`config.mk`:
```
export PLATFORM = sky130hd
export DESIGN_NAME = alu_arbiter
export DESIGN_NICKNAME = d
export VERILOG_FILES = /design/src/rtl/alu_pkg.sv /design/src/rtl/rr_arbiter2.sv /design/src/rtl/alu_arbiter.sv
export SDC_FILE = /design/constraint.sdc
export NUM_CORES = 1
export LEC_CHECK = 0
export ABC_AREA = 0
export CAP_MARGIN = 20
export CORE_UTILIZATION = 33
export DETAILED_ROUTE_END_ITERATION = 8
export DONT_BUFFER_PORTS = 1
export PLACE_DENSITY = 0.48
export SETUP_SLACK_MARGIN = 0.4
export SYNTH_ARGS = -nofsm -noshare
export SYNTH_HDL_FRONTEND = slang
export SYNTH_SLANG_ARGS = --single-unit
```
`constraint.sdc`:
```
create_clock -name i_clk -period 4.6 [get_ports i_clk]
set_input_delay 0.23 -clock i_clk [delete_from_list [all_inputs] [get_ports i_clk]]
set_output_delay 0.23 -clock i_clk [all_outputs]
set_load 0.03 [all_outputs]
```
`src/rtl/alu_pkg.sv`:
```
// Shared ALU definitions: opcode encodings, the idle opcode that parks the ALU,
// and the sequencer state encoding used by alu_arbiter.
`timescale 1ns/1ps
package alu_pkg;

  localparam int NB_OP = 6;

  localparam logic [NB_OP-1:0] OP_SLL  = 6'b000000;
  localparam logic [NB_OP-1:0] OP_SRL  = 6'b000010;
  localparam logic [NB_OP-1:0] OP_SRA  = 6'b000011;
  localparam logic [NB_OP-1:0] OP_ADD  = 6'b100000;
  localparam logic [NB_OP-1:0] OP_SUB  = 6'b100010;
  localparam logic [NB_OP-1:0] OP_AND  = 6'b100100;
  localparam logic [NB_OP-1:0] OP_OR   = 6'b100101;
  localparam logic [NB_OP-1:0] OP_XOR  = 6'b100110;
  localparam logic [NB_OP-1:0] OP_NOR  = 6'b100111;
  localparam logic [NB_OP-1:0] OP_SLT  = 6'b101010;
  localparam logic [NB_OP-1:0] OP_SLTU = 6'b101011;

  // Undefined code: the ALU answers 0, so it is driven whenever no operation runs.
  localparam logic [NB_OP-1:0] IDLE_OP = 6'b111111;

  typedef enum logic [1:0] {
    IDLE = 2'd0,
    EXEC = 2'd1,
    RESP = 2'd2
  } state_t;

endpackage

```
`src/rtl/rr_arbiter2.sv`:
```
// Combinational two-way round-robin pick: a lone request wins outright,
// and on contention the requester opposite the last grant wins.
`timescale 1ns/1ps
module rr_arbiter2 (
  input  logic [1:0] i_request,
  input  logic       i_last_grant,
  output logic [1:0] o_grant,
  output logic       o_grant_idx
);

  always_comb begin
    if (&i_request) begin
      o_grant_idx = ~i_last_grant;
    end else begin
      o_grant_idx = i_request[1];
    end
  end

  assign o_grant = (|i_request) ? (o_grant_idx ? 2'b10 : 2'b01) : 2'b00;

endmodule

```
`src/rtl/alu_arbiter.sv`:
```
// Shares one external combinational ALU between the EX stage (requester 0) and the
// debug unit (requester 1): accept, one EXEC cycle, then hold the response until taken.
`timescale 1ns/1ps
module alu_arbiter #(
  parameter int NB_DATA = 32,
  parameter int NB_OP   = 6
) (
  input  logic                 i_clk,
  input  logic                 i_rst,
  input  logic [1:0]           i_req_valid,
  output logic [1:0]           o_req_ready,
  input  logic [2*NB_DATA-1:0] i_req_datoA,
  input  logic [2*NB_DATA-1:0] i_req_datoB,
  input  logic [2*NB_OP-1:0]   i_req_operation,
  input  logic [9:0]           i_req_shamt,
  output logic [1:0]           o_rsp_valid,
  input  logic [1:0]           i_rsp_ready,
  output logic [NB_DATA-1:0]   o_rsp_data,
  output logic [NB_DATA-1:0]   o_alu_datoA,
  output logic [NB_DATA-1:0]   o_alu_datoB,
  output logic [NB_OP-1:0]     o_alu_operation,
  output logic [4:0]           o_alu_shamt,
  input  logic [NB_DATA-1:0]   i_alu_data
);

  import alu_pkg::*;

  state_t               r_state;
  state_t               w_state_next;
  logic                 r_owner;
  logic                 r_last_grant;
  logic [NB_DATA-1:0]   r_datoA;
  logic [NB_DATA-1:0]   r_datoB;
  logic [NB_OP-1:0]     r_operation;
  logic [4:0]           r_shamt;
  logic [NB_DATA-1:0]   r_result;

  logic [1:0]           w_grant;
  logic                 w_grant_idx;
  logic                 w_accept;
  logic                 w_rsp_done;

  rr_arbiter2 u_rr_arbiter2 (
    .i_request    (i_req_valid),
    .i_last_grant (r_last_grant),
    .o_grant      (w_grant),
    .o_grant_idx  (w_grant_idx)
  );

  // NOTE: sequential state uses non-blocking assignments so every register
  // samples pre-edge values regardless of block ordering.
  always_ff @(posedge i_clk or posedge i_rst) begin
    if (i_rst) begin
      r_state <= IDLE;
    end else begin
      r_state <= w_state_next;
    end
  end

  // NOTE: every output of this block gets a default first, so no path can infer a latch.
  always_comb begin
    w_state_next    = r_state;
    o_req_ready     = 2'b00;
    o_rsp_valid     = 2'b00;
    o_alu_operation = NB_OP'(IDLE_OP);
    w_accept        = 1'b0;
    w_rsp_done      = 1'b0;
    case (r_state)
      IDLE: begin
        o_req_ready = w_grant;
        if (|(i_req_valid & w_grant)) begin
          w_accept     = 1'b1;
          w_state_next = EXEC;
        end
      end
      EXEC: begin
        o_alu_operation = r_operation;
        w_state_next    = RESP;
      end
      RESP: begin
        o_rsp_valid[r_owner] = 1'b1;
        if (i_rsp_ready[r_owner]) begin
          w_rsp_done   = 1'b1;
          w_state_next = IDLE;
        end
      end
      default: w_state_next = IDLE;
    endcase
  end

  // Operand registers keep their contents after the operation so the ALU inputs stay quiet.
  always_ff @(posedge i_clk or posedge i_rst) begin
    if (i_rst) begin
      r_owner      <= 1'b0;
      r_last_grant <= 1'b1;
      r_datoA      <= '0;
      r_datoB      <= '0;
      r_operation  <= NB_OP'(IDLE_OP);
      r_shamt      <= '0;
      r_result     <= '0;
    end else begin
      if (w_accept) begin
        r_owner     <= w_grant_idx;
        r_datoA     <= i_req_datoA[w_grant_idx*NB_DATA +: NB_DATA];
        r_datoB     <= i_req_datoB[w_grant_idx*NB_DATA +: NB_DATA];
        r_operation <= i_req_operation[w_grant_idx*NB_OP +: NB_OP];
        r_shamt     <= i_req_shamt[w_grant_idx*5 +: 5];
      end
      if (r_state == EXEC) begin
        r_result <= i_alu_data;
      end
      if (w_rsp_done) begin
        r_last_grant <= r_owner;
      end
    end
  end

  assign o_alu_datoA = r_datoA;
  assign o_alu_datoB = r_datoB;
  assign o_alu_shamt = r_shamt;
  assign o_rsp_data  = r_result;

endmodule
```
==> impl_results.md, run 1 <==
- Slew HR: 37.8%
- Share of total power in sequential cells: 53.8%
- Die height: 123 um
- Drc violations: 0
- Switching pwr: 2.31 mW
- Cell taking the most area after synthesis: sky130_fd_sc_hd__dfrtp_1
- Proportion of total power due to net switching: 45.6%
- Max Clk Rate: 400 MHz
- Final count of hold timing violations: 0
- Fraction of layout instances using a drive strength above 1: 21.3%
- Ratio of routed vias to standard cells: 6.04
- DR WL/cell: 25.0 um
- Total global routing track utilization: 16.7%
- Cells taking the most area after synthesis: sky130_fd_sc_hd__dfrtp_1, sky130_fd_sc_hd__a221o_1, sky130_fd_sc_hd__o21a_1
- Final Skew: 0.00749 ns
- Arrival time at the worst endpoint: 2.27 ns
- Clk buf depth: 2
- Critical path startpoint category: flop
- Post-Syn Instances: 359
- Yosys warnings: 0
- Class of the tightest hold or removal check: in -> reg
- Wire length of the first global-routing pass: 18700 um
- Register area share after synthesis: 57.5%
- Sinks on Clock Net: 111
- Share of Yosys cell area claimed by the top area cell type: 53.7%
- Remaining global-route overflow: 0
- # rows: 43
- Clock transition time at the flip-flop clock pins of the worst setup and hold paths: 0.08 ns
- Max Cap Viol: 0
- Distinct cell type count after synthesis: 22
- Type of the worst setup path: reg -> out
- Top cell family by delay on the critical path: simple AND/OR/NAND/NOR gates
- First-pass detailed-route iteration total: 4
- Critical path data required time: 4.37 ns
- Crit path buffers/inverters: 1
- Count of boundary I/O pins: 299
- Worst Max-Slew Pin Slew: 0.933 ns
- CP peak stage delay: 0.64 ns
- H-tree levels: 3
- Gp weighted congestion: 0.723
- Internal cell power: 2.75 mW
- Clock latency reported for the late side of the worst-skew pair: 0.35 ns
- Number of global-route vias before repair: 3205
- Cell area after synthesis: 4850 um^2
- Leak: 2.17 nW
- Maximum vdd drop: 0.000251 V
- # nets final: 525
- Post-Route Setup TNS: 0 ns
- Starting Density: 34.4%
- Placed wire-length estimate after detailed placement: 9060 um
- Number of DRC violations after detailed-routing iteration 0: 143
- Number of pins exceeding their max-slew limit in the final report: 0
- Critical path endpoint category: primary output
- Power density of the placed cells: 961 nW/um^2
- CP max FO: 44
- Finish-stage setup viols: 0
- Critical path cell sequence: nand2b_1 -> and3_2 -> buf_4
- TritonCTS clock tree: yes
- Slowest stage cell on the critical path: sky130_fd_sc_hd__and3_2
- Unrepaired setup endpoints after global routing: no
- Width of the die: 123 um
- CTS Buf Count: 9
- Number of gates resized after cts: 0
- Pin count of the biggest net entering global routing: 67
- Cell Count Post-Placement: 505
- Overall via count from detail_route: 3154
- Post-layout min period: 2.50 ns
- Port Buffer Count: 0
- Comb power frac: 28.1%
- Status: completed
- Full die area: 15200 um^2
- Fraction of the cycle the final worst path needs: 54.4%
- Flops & latches, synth: 111
- Area delta synth->final: 8.52%
- Antenna Cells: 0
- Synthesized area divided by synthesized cell count: 13.5 um^2
- Clock root buffer master: sky130_fd_sc_hd__clkbuf_16
- Wirelength, routed: 13000 um
- Layout Cells excl Fill: 522
- Antenna violations before repair: 0
- Residual antenna-violating net count after detailed routing: 0
- Filler cell count: 1331
- Net count after synthesis: 547
- Clock network fraction of total power: 18.1%
- Placeable Area: 14100 um^2
-- area by class of cell --
cell class              instances  area [um^2]  share of cell area (%)
multi-input cells             208         1840                    35.0
clock inverters                 6          116                    2.21
well taps                     180          225                    4.28
clock buffers                  10          239                    4.54
repair buffers                  6         47.5                   0.904
flip-flops and latches        111         2790                    53.0
inverters                       1         6.26                   0.119
-- synth_stat cells (all sizes together) --
master / n
a21o: 1
a221o: 75
a22o: 1
and2: 1
and3: 2
buf: 23
clkbuf: 16
dfrtp: 104
dfstp: 7
inv: 1
mux2: 33
nand2: 2
nand2b: 4
nor2: 4
nor2b: 1
o21a: 75
o21ai: 2
or2: 7
-- state kept, by name (all words and copies together), names as in the netlist --
name	flops
r_owner	1
r_last_grant	1
o_alu_datoB	32
o_alu_datoA	32
o_rsp_data	32
o_alu_shamt	5
r_state	2
r_operation	6
-- power by group through the flow --
stage               Combinational (mW)  Sequential [mW]  Clock, mW
finish                            1.42             2.72      0.917
global route                      1.56             2.79      0.985
CTS                               1.44             2.72      0.943
detailed placement                1.44             2.73          0
global placement                  1.38             2.74          0
floorplan                         1.30             2.60          0
-- what timing repair did --
item	4_1_cts	5_1_grt
setup endpoints to repair	0	0
hold buffers	1	0
hold endpoints to repair	59	0
buffers inserted	0	0
-- metrics by stage --
stage	hold WS [ns]	worst slack (ns)	util (%)	instance area, um^2	total power [mW]
global route	0.00397	1.97	37.3	5260	5.34
CTS	0.00288	2.11	37.3	5260	5.10
detailed placement	0.317	2.39	34.7	4900	4.17
floorplan	0.375	1.45	-	4850	3.91
finish	0.0200	2.10	37.3	5260	5.05
global placement	0.305	2.42	34.7	4900	4.12
-- final timing paths --
check | start | to | slack, ns | cells past startpoint
setup / recovery | r_last_grant | o_req_ready[0] | 2.10 | 3
setup reg to reg | r_last_grant | o_alu_shamt[2] | 2.35 | 4
hold / removal | i_req_datoA[48] | o_alu_datoA[16] | 0.02 | 1
min in group asynchronous | i_rst | o_rsp_data[10] | 0.50 | 2
max in group asynchronous | i_rst | o_alu_datoB[22] | 2.93 | 3
hold reg to reg | r_last_grant | r_last_grant | 0.58 | 1
-- routing by layer --
metal	part of all wire (%)	track usage [%]
met1	38	19.7
met2	50	27.9
met3	9.8	5.35
met4	1.8	6.93
met5	0	0
-- cells by family (layout without fill, tap and decap cells) --
family                 Yosys count  after routing  synth area share, %
flip-flops                     111            111                 57.5
AO/OA/AOI/OAI                  154            154                 27.6
multiplexers                    33             33                 7.66
AND/OR/NAND/NOR                 21             21                 2.40
buffers and inverters           40             23                 4.83
-- cells in the final DEF, fill, tap and decap left out, types with 2 or more instances in the layout --
cell type	netlist	layout
sky130_fd_sc_hd__o21a_1	75	75
sky130_fd_sc_hd__and3_2	0	2
sky130_fd_sc_hd__a221o_1	75	75
sky130_fd_sc_hd__mux2_2	33	33
sky130_fd_sc_hd__dfstp_2	7	7
sky130_fd_sc_hd__o21ai_0	2	2
sky130_fd_sc_hd__nand2_1	2	2
sky130_fd_sc_hd__nand2b_1	4	3
sky130_fd_sc_hd__dfrtp_1	104	104
sky130_fd_sc_hd__buf_4	1	5
sky130_fd_sc_hd__clkinv_4	0	2
sky130_fd_sc_hd__clkbuf_16	0	9
sky130_fd_sc_hd__or2_2	6	7
sky130_fd_sc_hd__nor2_1	4	3
sky130_fd_sc_hd__bufinv_16	0	3
No activity file was read; power rests on OpenSTA's default activity.
==> run 2: changes to the inputs <==
==> constraint.sdc (replaced) <==
create_clock -name i_clk -period 2.4 [get_ports i_clk]
set_input_delay 0.12 -clock i_clk [delete_from_list [all_inputs] [get_ports i_clk]]
set_output_delay 0.12 -clock i_clk [all_outputs]
set_load 0.03 [all_outputs]
==> run 2 against run 1 <==
- the flow now stops in 4_1_cts
- synthesized area did not move
- synthesized cell count is the same
==> impl_results.md, run 2 <==
- Status: did not finish (was completed)
- Last step reached: 4_1_cts
- Error message: [ERROR RSZ-0060] Max buffer count reached.
- Width of the die: 123 um (unchanged)
- Register area share after synthesis: 57.5% (unchanged)
- Hold Buf Count CTS: 106 (was 1)
- Post-Syn Instances: 359 (unchanged)
- Yosys warnings: 0 (unchanged)
- Distinct cell type count after synthesis: 22 (unchanged)
- Most used flip-flop cell after synthesis: sky130_fd_sc_hd__dfrtp_1 (unchanged)
- Setup fix buffers added after clock tree synthesis: 0 (unchanged)
- Cell area after synthesis: 4850 um^2 (unchanged)
- Port Buffer Count: 0 (unchanged)
- Count of boundary I/O pins: 299 (unchanged)
- Clk buf depth: 2 (unchanged)
- # rows: 43 (unchanged)
- Placed wire-length estimate after detailed placement: 8980 um (was 9060 um)
- Net count after synthesis: 547 (unchanged)
- Clock root buffer master: sky130_fd_sc_hd__clkbuf_16 (unchanged)
- H-tree levels: 3 (unchanged)
- Fraction of registers with async set or reset after synthesis: 100% (unchanged)
- Cells taking the most area after synthesis: sky130_fd_sc_hd__dfrtp_1, sky130_fd_sc_hd__a221o_1, sky130_fd_sc_hd__o21a_1 (unchanged)
- Number of enable-type register cells in the synthesized netlist: 0 (unchanged)
- Cell taking the most area after synthesis: sky130_fd_sc_hd__dfrtp_1 (unchanged)
- Instance area after placement: 4970 um^2 (was 4900 um^2)
- CTS Buf Count: 9 (unchanged)
- Flops & latches, synth: 111 (unchanged)
- Starting Density: 34.4% (unchanged)
- Sinks on Clock Net: 111 (unchanged)
- Synthesized area divided by synthesized cell count: 13.5 um^2 (unchanged)
- Most common cell in the synthesized netlist: sky130_fd_sc_hd__dfrtp_1 (unchanged)
- Gp weighted congestion: 0.708 (was 0.723)
- Die height: 123 um (unchanged)
- Share of Yosys cell area claimed by the top area cell type: 53.7% (unchanged)
- Most used standard cells in the synthesized netlist: sky130_fd_sc_hd__dfrtp_1, sky130_fd_sc_hd__a221o_1, sky130_fd_sc_hd__o21a_1 (unchanged)
- Number of gates resized after cts: 0 (unchanged)
## run 2: cell counts after synthesis
Identical to the previous run, type by type.
## run 2: cells by family after synthesis
logic type / count (synthesis) / synth area share [%]
compound gates: 154 / 27.6
flops: 111 / 57.5
buf+inv: 40 / 4.83
mux: 33 / 7.66
simple gates: 21 / 2.40
## run 2: per-stage QoR
stage,hold WS (ns),setup slack [ns],std cells
after global placement,0.0366,0.558,511
after floorplan,0.265,0.709,359
after detailed placement,0.0489,0.523,511
==> run 3: changes to the inputs <==
--- a/config.mk
+++ b/config.mk
@@ -7,11 +7,10 @@
 export LEC_CHECK = 0
 export ABC_AREA = 0
 export CAP_MARGIN = 20
-export CORE_UTILIZATION = 33
+export CORE_UTILIZATION = 20
 export DETAILED_ROUTE_END_ITERATION = 8
 export DONT_BUFFER_PORTS = 1
-export PLACE_DENSITY = 0.48
-export SETUP_SLACK_MARGIN = 0.4
+export PLACE_DENSITY_LB_ADDON = 0.15
 export SYNTH_ARGS = -nofsm -noshare
 export SYNTH_HDL_FRONTEND = slang
 export SYNTH_SLANG_ARGS = --single-unit
==> run 3 against run 2 <==
- the run again fails in 4_1_cts
- synthesized area unchanged
- synthesized cell count unchanged
==> impl_results.md, run 3 <==
- Number of gates resized after cts: 0 (unchanged)
- Net count after synthesis: 547 (unchanged)
- DP Worst Slack: 0.650 ns (was 0.523 ns)
- Count of boundary I/O pins: 299 (unchanged)
- Sinks on Clock Net: 111 (unchanged)
- Distinct cell type count after synthesis: 22 (unchanged)
- Status: did not finish (unchanged)
- Starting Density: 20.5% (was 34.4%)
- Flops & latches, synth: 111 (unchanged)
- Cell area after synthesis: 4850 um^2 (unchanged)
- Instance area after placement: 5170 um^2 (was 4970 um^2)
- Setup fix buffers added after clock tree synthesis: 0 (unchanged)
- Post-Syn Instances: 359 (unchanged)
- Gp weighted congestion: 0.644 (was 0.708)
- Synthesized area divided by synthesized cell count: 13.5 um^2 (unchanged)
- Placed wire-length estimate after detailed placement: 9620 um (was 8980 um)
- Yosys warnings: 0 (unchanged)
- Cell Count Post-Placement: 647 (was 511)
- Hold Buf Count CTS: 133 (was 106)
- Clock root buffer master: sky130_fd_sc_hd__clkbuf_16 (unchanged)
- Last step reached: 4_1_cts (unchanged)
- Number of enable-type register cells in the synthesized netlist: 0 (unchanged)
- # rows: 56 (was 43)
- Most used standard cells in the synthesized netlist: sky130_fd_sc_hd__dfrtp_1, sky130_fd_sc_hd__a221o_1, sky130_fd_sc_hd__o21a_1 (unchanged)
- Cell taking the most area after synthesis: sky130_fd_sc_hd__dfrtp_1 (unchanged)
- H-tree levels: 3 (unchanged)
- Width of the die: 158 um (was 123 um)
- Most common cell in the synthesized netlist: sky130_fd_sc_hd__dfrtp_1 (unchanged)
- Most used flip-flop cell after synthesis: sky130_fd_sc_hd__dfrtp_1 (unchanged)
- Error message: [ERROR RSZ-0060] Max buffer count reached. (unchanged)
- Share of Yosys cell area claimed by the top area cell type: 53.7% (unchanged)
- Clk buf depth: 2 (unchanged)
- Port Buffer Count: 0 (unchanged)
- Register area share after synthesis: 57.5% (unchanged)
- Cells taking the most area after synthesis: sky130_fd_sc_hd__dfrtp_1, sky130_fd_sc_hd__a221o_1, sky130_fd_sc_hd__o21a_1 (unchanged)
- Die height: 158 um (was 123 um)
- CTS Buf Count: 9 (unchanged)
- Fraction of registers with async set or reset after synthesis: 100% (unchanged)
[run 3: kinds of logic after synthesis]
family                 after synthesis  synth area share [%]
AO/OA/AOI/OAI                      154                  27.6
flip-flops                         111                  57.5
buffers and inverters               40                  4.83
multiplexers                        33                  7.66
AND/OR/NAND/NOR                     21                  2.40
[run 3: metrics by stage]
stage / utilization [%] / hold WS, ns
2_1_floorplan: - / 0.265
3_3_place_gp: 21.9 / 0.125
3_5_place_dp: 21.9 / 0.137
